===== src/rtl/x_uart_tx_arb_if.sv =====
// Purpose: request/transmit handshake bundle for x_uart_tx_arb.
// Signals:
//   i_req_valid / i_req_data / i_req_last : per-requester byte offer (requester k uses data[8k+7:8k])
//   o_req_accept                          : one-cycle capture pulse back to the requester
//   o_tx_data / o_tx_valid                : byte presented to the UART transmitter
//   i_tx_accept                           : transmitter end-of-frame pulse
// Modports: master = requesters + transmitter side, slave = arbiter side.
interface x_uart_tx_arb_if #(
  parameter int unsigned p_n = 4
);
  logic [p_n-1:0]   i_req_valid;
  logic [8*p_n-1:0] i_req_data;
  logic [p_n-1:0]   i_req_last;
  logic [p_n-1:0]   o_req_accept;
  logic [7:0]       o_tx_data;
  logic             o_tx_valid;
  logic             i_tx_accept;

  modport master (
    output i_req_valid, i_req_data, i_req_last, i_tx_accept,
    input  o_req_accept, o_tx_data, o_tx_valid
  );

  modport slave (
    input  i_req_valid, i_req_data, i_req_last, i_tx_accept,
    output o_req_accept, o_tx_data, o_tx_valid
  );
endinterface


===== src/rtl/x_uart_tx_arb.sv =====
// Purpose: round-robin arbiter sharing one UART transmitter between p_n byte
// sources. Multi-byte messages lock the line to their owner until the last
// byte; a lock idle for p_lock_timeout cycles is released.
// Ports:
//   i_clk, i_rst_n : clock, asynchronous active-low reset
//   bus (slave)    : requester handshakes and transmitter handshake
//   o_busy         : arbiter is in SEND or LOCK
//   o_owner        : current / most recently granted requester
//   o_timeout      : one-cycle pulse when a lock is dropped by timeout
module x_uart_tx_arb #(
  parameter int unsigned p_n            = 4,
  parameter int unsigned p_lock_timeout = 1024
) (
  input  logic                   i_clk,
  input  logic                   i_rst_n,
  x_uart_tx_arb_if.slave         bus,
  output logic                   o_busy,
  output logic [$clog2(p_n)-1:0] o_owner,
  output logic                   o_timeout
);

  localparam int unsigned lp_ow = $clog2(p_n);
  localparam int unsigned lp_tw = (p_lock_timeout > 1) ? $clog2(p_lock_timeout) : 1;
  localparam logic [lp_tw-1:0] lp_tmax = lp_tw'(p_lock_timeout - 1);

  typedef enum logic [1:0] {
    ST_IDLE = 2'd0,
    ST_SEND = 2'd1,
    ST_LOCK = 2'd2
  } state_e;

  state_e             state_q, state_d;
  logic [lp_ow-1:0]   ptr_q, ptr_d;
  logic [lp_ow-1:0]   owner_q, owner_d;
  logic [7:0]         data_q, data_d;
  logic               last_q, last_d;
  logic [lp_tw-1:0]   timer_q, timer_d;
  logic               tx_valid_q, tx_valid_d;
  logic               busy_q, busy_d;

  logic               rr_found;
  logic [lp_ow-1:0]   rr_win;
  logic [lp_ow:0]     rr_sum;
  logic [lp_ow-1:0]   cap_idx;
  logic               cap_valid;
  logic [7:0]         cap_data;
  logic               cap_last;
  logic [lp_ow-1:0]   next_owner;
  logic [p_n-1:0]     accept_c;
  logic               timeout_c;

  // First valid requester searching ptr, ptr+1, ... modulo p_n.
  always_comb begin : rr_search
    rr_found = 1'b0;
    rr_win   = '0;
    rr_sum   = '0;
    for (int i = 0; i < int'(p_n); i++) begin
      rr_sum = {1'b0, ptr_q} + (lp_ow+1)'(i);
      if (rr_sum >= (lp_ow+1)'(p_n)) begin
        rr_sum = rr_sum - (lp_ow+1)'(p_n);
      end
      if (!rr_found && bus.i_req_valid[rr_sum[lp_ow-1:0]]) begin
        rr_found = 1'b1;
        rr_win   = rr_sum[lp_ow-1:0];
      end
    end
  end

  // Select the candidate's byte: round-robin winner in IDLE, the owner in LOCK.
  always_comb begin : cap_mux
    cap_idx   = (state_q == ST_LOCK) ? owner_q : rr_win;
    cap_valid = 1'b0;
    cap_data  = '0;
    cap_last  = 1'b0;
    for (int k = 0; k < int'(p_n); k++) begin
      if (cap_idx == lp_ow'(k)) begin
        cap_valid = bus.i_req_valid[k];
        cap_data  = bus.i_req_data[8*k +: 8];
        cap_last  = bus.i_req_last[k];
      end
    end
  end

  // Next-state and handshake decode.
  always_comb begin : fsm_next
    state_d    = state_q;
    ptr_d      = ptr_q;
    owner_d    = owner_q;
    data_d     = data_q;
    last_d     = last_q;
    timer_d    = timer_q;
    accept_c   = '0;
    timeout_c  = 1'b0;
    next_owner = (owner_q == lp_ow'(p_n - 1)) ? '0 : owner_q + lp_ow'(1);

    case (state_q)
      ST_IDLE: begin
        if (rr_found) begin
          accept_c = p_n'(1) << rr_win;
          data_d   = cap_data;
          last_d   = cap_last;
          owner_d  = rr_win;
          state_d  = ST_SEND;
        end
      end
      ST_SEND: begin
        if (bus.i_tx_accept) begin
          if (last_q) begin
            ptr_d   = next_owner;
            state_d = ST_IDLE;
          end else begin
            timer_d = '0;
            state_d = ST_LOCK;
          end
        end
      end
      ST_LOCK: begin
        // A byte arriving on the final timer cycle still wins over the timeout.
        if (cap_valid) begin
          accept_c = p_n'(1) << owner_q;
          data_d   = cap_data;
          last_d   = cap_last;
          state_d  = ST_SEND;
        end else if (timer_q == lp_tmax) begin
          ptr_d     = next_owner;
          timeout_c = 1'b1;
          state_d   = ST_IDLE;
        end else begin
          timer_d = timer_q + lp_tw'(1);
        end
      end
      default: begin
        state_d = ST_IDLE;
      end
    endcase

    tx_valid_d = (state_d == ST_SEND);
    busy_d     = (state_d != ST_IDLE);
  end

  // State and holding registers.
  always_ff @(posedge i_clk or negedge i_rst_n) begin
    if (!i_rst_n) begin
      state_q    <= ST_IDLE;
      ptr_q      <= '0;
      owner_q    <= '0;
      data_q     <= '0;
      last_q     <= 1'b0;
      timer_q    <= '0;
      tx_valid_q <= 1'b0;
      busy_q     <= 1'b0;
    end else begin
      state_q    <= state_d;
      ptr_q      <= ptr_d;
      owner_q    <= owner_d;
      data_q     <= data_d;
      last_q     <= last_d;
      timer_q    <= timer_d;
      tx_valid_q <= tx_valid_d;
      busy_q     <= busy_d;
    end
  end

  assign bus.o_req_accept = accept_c;
  assign bus.o_tx_data    = data_q;
  assign bus.o_tx_valid   = tx_valid_q;
  assign o_busy           = busy_q;
  assign o_owner          = owner_q;
  assign o_timeout        = timeout_c;

endmodule


===== src/flat_wrapper.sv =====
// flat-port wrapper written by rule: the top's interface ports become plain ports
module x_uart_tx_arb_flat 
#(
  parameter int unsigned p_n            = 4,
  parameter int unsigned p_lock_timeout = 1024
)
  (i_clk, i_rst_n, o_busy, o_owner, o_timeout, bus_i_req_valid, bus_i_req_data, bus_i_req_last, bus_i_tx_accept, bus_o_req_accept, bus_o_tx_data, bus_o_tx_valid);
  x_uart_tx_arb_if #(.p_n(p_n)) bus_i ();
  input  logic i_clk;
  input  logic i_rst_n;
  output logic o_busy;
  output logic [$clog2(p_n)-1:0] o_owner;
  output logic o_timeout;
  input wire logic [$bits(bus_i.i_req_valid)-1:0] bus_i_req_valid;
  input wire logic [$bits(bus_i.i_req_data)-1:0] bus_i_req_data;
  input wire logic [$bits(bus_i.i_req_last)-1:0] bus_i_req_last;
  input wire logic [$bits(bus_i.i_tx_accept)-1:0] bus_i_tx_accept;
  output wire logic [$bits(bus_i.o_req_accept)-1:0] bus_o_req_accept;
  output wire logic [$bits(bus_i.o_tx_data)-1:0] bus_o_tx_data;
  output wire logic [$bits(bus_i.o_tx_valid)-1:0] bus_o_tx_valid;
  assign bus_i.i_req_valid = bus_i_req_valid;
  assign bus_i.i_req_data = bus_i_req_data;
  assign bus_i.i_req_last = bus_i_req_last;
  assign bus_i.i_tx_accept = bus_i_tx_accept;
  assign bus_o_req_accept = bus_i.o_req_accept;
  assign bus_o_tx_data = bus_i.o_tx_data;
  assign bus_o_tx_valid = bus_i.o_tx_valid;
  x_uart_tx_arb #(.p_n(p_n), .p_lock_timeout(p_lock_timeout)) u_core (.i_clk(i_clk), .i_rst_n(i_rst_n), .bus(bus_i), .o_busy(o_busy), .o_owner(o_owner), .o_timeout(o_timeout));
endmodule

===== config.mk =====
export PLATFORM = sky130hd
export DESIGN_NAME = x_uart_tx_arb_flat
export DESIGN_NICKNAME = d
export VERILOG_FILES = /design/src/rtl/x_uart_tx_arb_if.sv /design/src/rtl/x_uart_tx_arb.sv /design/src/flat_wrapper.sv
export SDC_FILE = /design/constraint.sdc
export NUM_CORES = 1
export LEC_CHECK = 0
export ABC_CLOCK_PERIOD_IN_PS = 3300
export BUFFER_PORTS_ARGS = -buffer_cell sky130_fd_sc_hd__buf_2
export CORE_MARGIN = 2
export CORE_UTILIZATION = 53
export CTS_BUF_LIST = sky130_fd_sc_hd__clkbuf_2 sky130_fd_sc_hd__clkbuf_4 sky130_fd_sc_hd__clkbuf_8
export DETAILED_ROUTE_END_ITERATION = 6
export HOLD_SLACK_MARGIN = 0.08
export PLACE_DENSITY = 0.8
export SKIP_CTS_REPAIR_TIMING = 1
export SYNTH_ARGS = -nofsm -noshare
export SYNTH_HDL_FRONTEND = slang
export SYNTH_SLANG_ARGS = --single-unit

===== constraint.sdc =====
create_clock -name i_clk -period 3.3 [get_ports i_clk]
set_input_delay 0.33 -clock i_clk [delete_from_list [all_inputs] [get_ports i_clk]]
set_output_delay 0.33 -clock i_clk [all_outputs]
set_load 0.01 [all_outputs]

==> results of run 1 <==
==> placed cells by master, fill, tap and decap left out, types with 3 or more instances in the layout <==
| cell | synthesis | final |
|---|---|---|
| nand2b_1 | 4 | 4 |
| or4_1 | 3 | 3 |
| o31ai_1 | 5 | 5 |
| dfrtp_1 | 27 | 27 |
| nor2_1 | 6 | 6 |
| mux2i_1 | 29 | 29 |
| o21ai_0 | 13 | 12 |
| clkbuf_4 | 0 | 3 |
| nand3_1 | 6 | 6 |
| ha_1 | 5 | 5 |
| o211ai_1 | 5 | 5 |
| a21oi_1 | 6 | 6 |
| mux2_4 | 7 | 7 |
| inv_1 | 7 | 7 |
| nand4_1 | 4 | 4 |
| a21boi_1 | 4 | 4 |
| buf_2 | 3 | 59 |
| or3_1 | 3 | 3 |
| nand2_1 | 16 | 16 |
==> metal layers <==
layer  routed length [µm]  global-route usage, %  vias up  part of all wire (%)
met3                  207                   3.04        7                   5.1
li1                     -                      -      822                     -
met1                 1900                   28.3      756                    47
met5                    0                      0        -                     0
met2                 1870                   29.2       52                    46
met4                   88                   10.3        0                   2.2
==> layout make-up <==
type                       count  area, µm²  area share (%)
inverter                       7       26.3            1.18
multi-input combinational    145       1110            50.2
sequential                    27        676            30.4
timing repair buffer          62        320            14.4
clock buffer                   3       22.5            1.01
clock inverter                 1       5.00           0.225
tap                           46       57.6            2.59
==> worst max-delay path, delay by kind of cell (launching register included) <==
family	cells	cell delay [ns]
compound gates	5	0.94
simple gates	2	0.66
flops	1	0.43
buf+inv	1	0.15
==> kinds of logic (layout without fill, tap and decap cells) <==
family / after synthesis / after routing / synth area share (%)
AOI/OAI and AO/OA: 45 / 45 / 17.4
adders and majority gates: 5 / 5 / 3.34
muxes: 38 / 38 / 22.3
DFF: 27 / 27 / 36.1
buffers and inverters: 15 / 73 / 4.61
and+or+nand+nor: 57 / 57 / 16.2
==> final timing paths <==
check | start | to | slack (ns) | cells past startpoint
setup / recovery | u_core.state_q[1] | bus_o_req_accept[2] | 0.44 | 8
max in group asynchronous | i_rst_n | u_core.bus.o_tx_data[2] | 2.41 | 2
hold / removal | bus_i_tx_accept | u_core.state_q[0] | 0.25 | 2
hold reg to reg | u_core.timer_q[4] | u_core.timer_q[4] | 0.52 | 1
min in group asynchronous | i_rst_n | u_core.timer_q[6] | 0.50 | 2
setup reg to reg | u_core.state_q[1] | u_core.timer_q[3] | 0.50 | 7
==> power by group through the flow <==
stage	Clock, µW	Combinational [µW]	Sequential [µW]
final	147	962	539
after global routing	164	1050	557
after CTS	150	967	537
after detailed placement	0	965	541
after global placement	0	951	541
after floorplan	0	725	561
==> sequential cells by signal, indices dropped and copies added, names as in the netlist <==
name,cells
u_core.ptr_q,2
u_core.state_q,2
u_core.bus.o_tx_valid,1
u_core.last_q,1
u_core.bus.o_tx_data,8
u_core.o_busy,1
u_core.o_owner,2
u_core.timer_q,10
==> metrics by stage <==
stage                     setup WS (ns)  utilization [%]
after floorplan                    1.00                -
after global placement            0.554             65.0
after detailed placement          0.560             65.0
after CTS                         0.475             65.8
after global routing              0.227             66.1
final                             0.439             66.1
==> results.json, run 1 <==
{
  "routedWlPerCell_um": 14.0,
  "area_growth_pct": 18.6,
  "cts_tree": "done",
  "netlist_top_cells_count": "29 x mux2i_1, 27 x dfrtp_1, 16 x nand2_1",
  "yosysUniqueCellTypes": 45,
  "skew_ns": 0.000925,
  "path_cells": "nor2b_1 > a21oi_1 > o41a_1 > o221a_4 > a21oi_2 > nand2_1 > o21ai_0 > buf_2",
  "cpPeakStageDelay_ns": 0.58,
  "maxSlewHeadroom_pct": 39.7,
  "ant_nets": 0,
  "setup_viol_count_final": 0,
  "p_leak_uw": 0.00109,
  "n_antenna_cell": 0,
  "pwr-share-seq_pct": 32.7,
  "synthCells": 187,
  "dp.cells": 286,
  "hold_ws_ns": 0.246,
  "clkLatencyLatePin_ns": 0.34,
  "cap_viol_max_count": 0,
  "syn-cell-area_mm2": 0.00187,
  "run_status": "finished clean",
  "syn_nets": 235,
  "p_comb_share_pct": 58.4,
  "grt_usage_pct": 19.9,
  "cp.arrival_ns": 2.53,
  "nNetsFinal": 294,
  "min_period_over_period_pct": 86.7,
  "pwr-share-clk_pct": 8.9,
  "grt_max_degree": 28,
  "synth-async-reset-ratio_pct": 100,
  "power.density_mw_per_mm2": 742,
  "ys_ff_latch": 27,
  "grt_pass1_wl_um": 6340,
  "finalMaxSlewViolations": 0,
  "core_mm2": 0.00336,
  "finalPower_uw": 1650,
  "routabilityCongestion": 1.03,
  "internal_power_uw": 971,
  "synthFlopType": "dfrtp_1",
  "cp_max_fo": 10,
  "overflow": 0,
  "cts_buffer_depth": 2,
  "dieWidth_um": 63.4,
  "tns_ns": 0,
  "vias_per_cell": 5.63,
  "end_kind": "output pin",
  "synth_top_cell_by_area": "dfrtp_1",
  "dr.pass1.iters": 4,
  "tightest_slew_ns": 0.901,
  "via_count": 1637,
  "yosys-top-cells-area": "dfrtp_1 36%, mux2i_1 15%, mux2_4 5.6%",
  "p_sw_uw": 677,
  "first_iter_violations": 133,
  "synth_edf_count": 0,
  "yosysWarnings": 0,
  "cts_root_buffer": "clkbuf_4",
  "fmax_ghz": 0.349,
  "drt_drc_violations_left": 0,
  "fp.dieH_um": 63.4,
  "yosysTopAreaCellShare_pct": 36.1,
  "finalInstanceArea_mm2": 0.00222,
  "htreeDepth": 1,
  "fill_cells": 294,
  "pin_count": 60,
  "start_util_pct": 55.7,
  "synth.most_common_cell": "mux2i_1",
  "grt_pass1_vias": 1404,
  "syn_area_per_cell_um2": 10.0,
  "antenna_found_initial": 0,
  "slowest_stage": "nor2b_1",
  "die_area_mm2": 0.00403,
  "fin_cells": 291,
  "cts_sinks": 27,
  "hold_violations": 0,
  "rows": 21,
  "swShare_pct": 41.1,
  "crit_type": "reg2out",
  "start_kind": "flop",
  "cts_buffers": 3,
  "drt_wl_total_um": 4060,
  "yosysSeqAreaShare_pct": 36.1,
  "hp-class": "in2reg",
  "grt_setup_unrepaired": "no",
  "finalCriticalPeriod_ns": 2.86,
  "layout-drive-gt1-share_pct": 32.7,
  "peakVddDrop_uv": 467,
  "io_buffers": 59,
  "path_clk_slew_ns": 0.14,
  "placed_cell_area_mm2": 0.00218,
  "crit_required_ns": 2.97,
  "dp_hpwl_um": 3050
}
No activity file was read; power rests on OpenSTA's default activity.
==> inputs of run 2 (changes only) <==
--- a/config.mk
+++ b/config.mk
@@ -5,14 +5,15 @@
 export SDC_FILE = /design/constraint.sdc
 export NUM_CORES = 1
 export LEC_CHECK = 0
-export ABC_CLOCK_PERIOD_IN_PS = 3300
+export ABC_CLOCK_PERIOD_IN_PS = 2500
 export BUFFER_PORTS_ARGS = -buffer_cell sky130_fd_sc_hd__buf_2
+export CORE_ASPECT_RATIO = 0.5
 export CORE_MARGIN = 2
-export CORE_UTILIZATION = 53
+export CORE_UTILIZATION = 48
 export CTS_BUF_LIST = sky130_fd_sc_hd__clkbuf_2 sky130_fd_sc_hd__clkbuf_4 sky130_fd_sc_hd__clkbuf_8
 export DETAILED_ROUTE_END_ITERATION = 6
 export HOLD_SLACK_MARGIN = 0.08
-export PLACE_DENSITY = 0.8
+export PLACE_DENSITY = 0.76
 export SKIP_CTS_REPAIR_TIMING = 1
 export SYNTH_ARGS = -nofsm -noshare
 export SYNTH_HDL_FRONTEND = slang
==> constraint.sdc (replaced) <==
create_clock -name i_clk -period 2.5 [get_ports i_clk]
set_input_delay 0.25 -clock i_clk [delete_from_list [all_inputs] [get_ports i_clk]]
set_output_delay 0.25 -clock i_clk [all_outputs]
set_load 0.01 [all_outputs]
==> results.json, run 2 (synthesized netlist as in run 1, its figures left out) <==
{
  "cp_max_fo": 4,
  "cap_viol_max_count": 0,
  "htreeDepth": 1,
  "routabilityCongestion": 0.922,
  "start_kind": "flop",
  "drt_wl_total_um": 4600,
  "io_buffers": 59,
  "hold_ws_ns": 0.216,
  "run_status": "finished clean",
  "power.density_mw_per_mm2": 1030,
  "skew_ns": 0.00637,
  "layout-drive-gt1-share_pct": 39.5,
  "grt_usage_pct": 21.2,
  "overflow": 0,
  "drt_drc_violations_left": 0,
  "grt_pass1_wl_um": 7130,
  "path_cells": "and2b_2 > a311oi_4 > o31a_1 > o221a_4 > and2_1 > inv_1 > a21oi_1 > buf_2",
  "largest_reg_flops": 10,
  "finalCriticalPeriod_ns": 2.44,
  "pin_count": 60,
  "cts_tree": "done",
  "n_antenna_cell": 0,
  "die_area_mm2": 0.00445,
  "antenna_found_initial": 0,
  "vias_per_cell": 5.60,
  "dp_hpwl_um": 3470,
  "start_util_pct": 52.3,
  "finalPower_uw": 2480,
  "fmax_ghz": 0.410,
  "mostFrequentLayoutCells": "59 x buf_2, 29 x mux2i_1, 26 x dfrtp_1, 15 x nand2_1, 12 x o21ai_0",
  "p_leak_uw": 0.00117,
  "rows": 15,
  "cts_buffer_depth": 2,
  "dieWidth_um": 92.3,
  "cts_buffers": 3,
  "min-delay-start": "bus_i_tx_accept",
  "grt_pass1_vias": 1529,
  "cp-startpoint": "u_core.ptr_q[0]",
  "path_clk_slew_ns": 0.10,
  "nNetsFinal": 305,
  "r2r_start": "u_core.ptr_q[0]",
  "cts_sinks": 27,
  "maxSlewHeadroom_pct": 59.3,
  "hold_violations": 0,
  "core_mm2": 0.00358,
  "min_period_over_period_pct": 97.5,
  "setup_viol_count_final": 0,
  "top_register": "u_core.timer_q",
  "routedWlPerCell_um": 15.0,
  "fp.dieH_um": 48.2,
  "crit_required_ns": 2.25,
  "hp-class": "in2reg",
  "grt_max_degree": 28,
  "first_iter_violations": 85,
  "via_count": 1719,
  "crit_type": "reg2out",
  "peakVddDrop_uv": 448,
  "cts_root_buffer": "clkbuf_8",
  "finalMaxSlewViolations": 0,
  "slowest_stage": "dfrtp_1",
  "ant_nets": 0,
  "final_common_cell": "buf_2",
  "area_growth_pct": 29.4,
  "cpPeakStageDelay_ns": 0.41,
  "end_kind": "output pin",
  "tightest_slew_ns": 0.606,
  "grt_setup_unrepaired": "yes",
  "cp.arrival_ns": 2.19,
  "dr.pass1.iters": 4,
  "clkLatencyLatePin_ns": 0.28
}
## run 2: cell types whose count changed in the layout (fill, tap and decap cells not counted), moves of 2 or more
cell | previous run | this run
clkbuf_8 | 0 | 3
clkbuf_4 | 3 | 0
buf_4 | 2 | 10
buf_12 | 0 | 2
a21oi_1 | 6 | 4
## run 2: metal layers
layer	global-route usage, %	wire (µm)	vias to the layer above
li1	-	-	836
met1	27.6	2060	824
met2	37.5	2260	53
met3	4.02	222	6
met4	7.46	53	0
met5	0	0	-
## run 2: worst paths after layout
path                            slack, ns  depth (start not counted)                 endpoint
worst max-delay path                 0.06                          8                o_timeout
worst min-delay path                 0.22                          2        u_core.state_q[0]
worst max register to register       0.13                          8        u_core.timer_q[3]
worst min register to register       0.52                          1  u_core.bus.o_tx_data[4]
max in group asynchronous            1.55                          2          u_core.ptr_q[1]
min in group asynchronous            0.50                          2        u_core.timer_q[2]
## run 2: critical path, delay by kind of cell, from the launching register on
family / cells / cell delay [ns]
compound gates: 4 / 0.86
flops: 1 / 0.41
simple gates: 2 / 0.43
buf+inv: 2 / 0.20
## run 2: power by group
part | internal [µW] | switching, µW
Combinational | 776 | 738
Clock | 117 | 145
Sequential | 593 | 115
Total | 1490 | 999
## run 2: stage by stage
step           instance area, µm²  std cells  util, %  TNS [ns]  worst slack [ns]
2_1_floorplan                1870        187        -         0             0.202
3_3_place_gp                 2250        296     62.9         0            0.0729
3_5_place_dp                 2250        296     62.9         0           0.00489
4_1_cts                      2300        300     64.3    -0.819            -0.207
5_1_grt                      2420        307     67.6    -0.200           -0.0536
6_report                     2420        307     67.6         0            0.0630
## run 2: final cells by class
type                       instances  area [µm²]
fill                             293        1160
clock buffer                       3        41.3
tap                               51        63.8
inverter                           7        26.3
clock inverter                     1        8.76
sequential                        27         677
multi-input combinational        145        1170
timing repair buffer              73         432
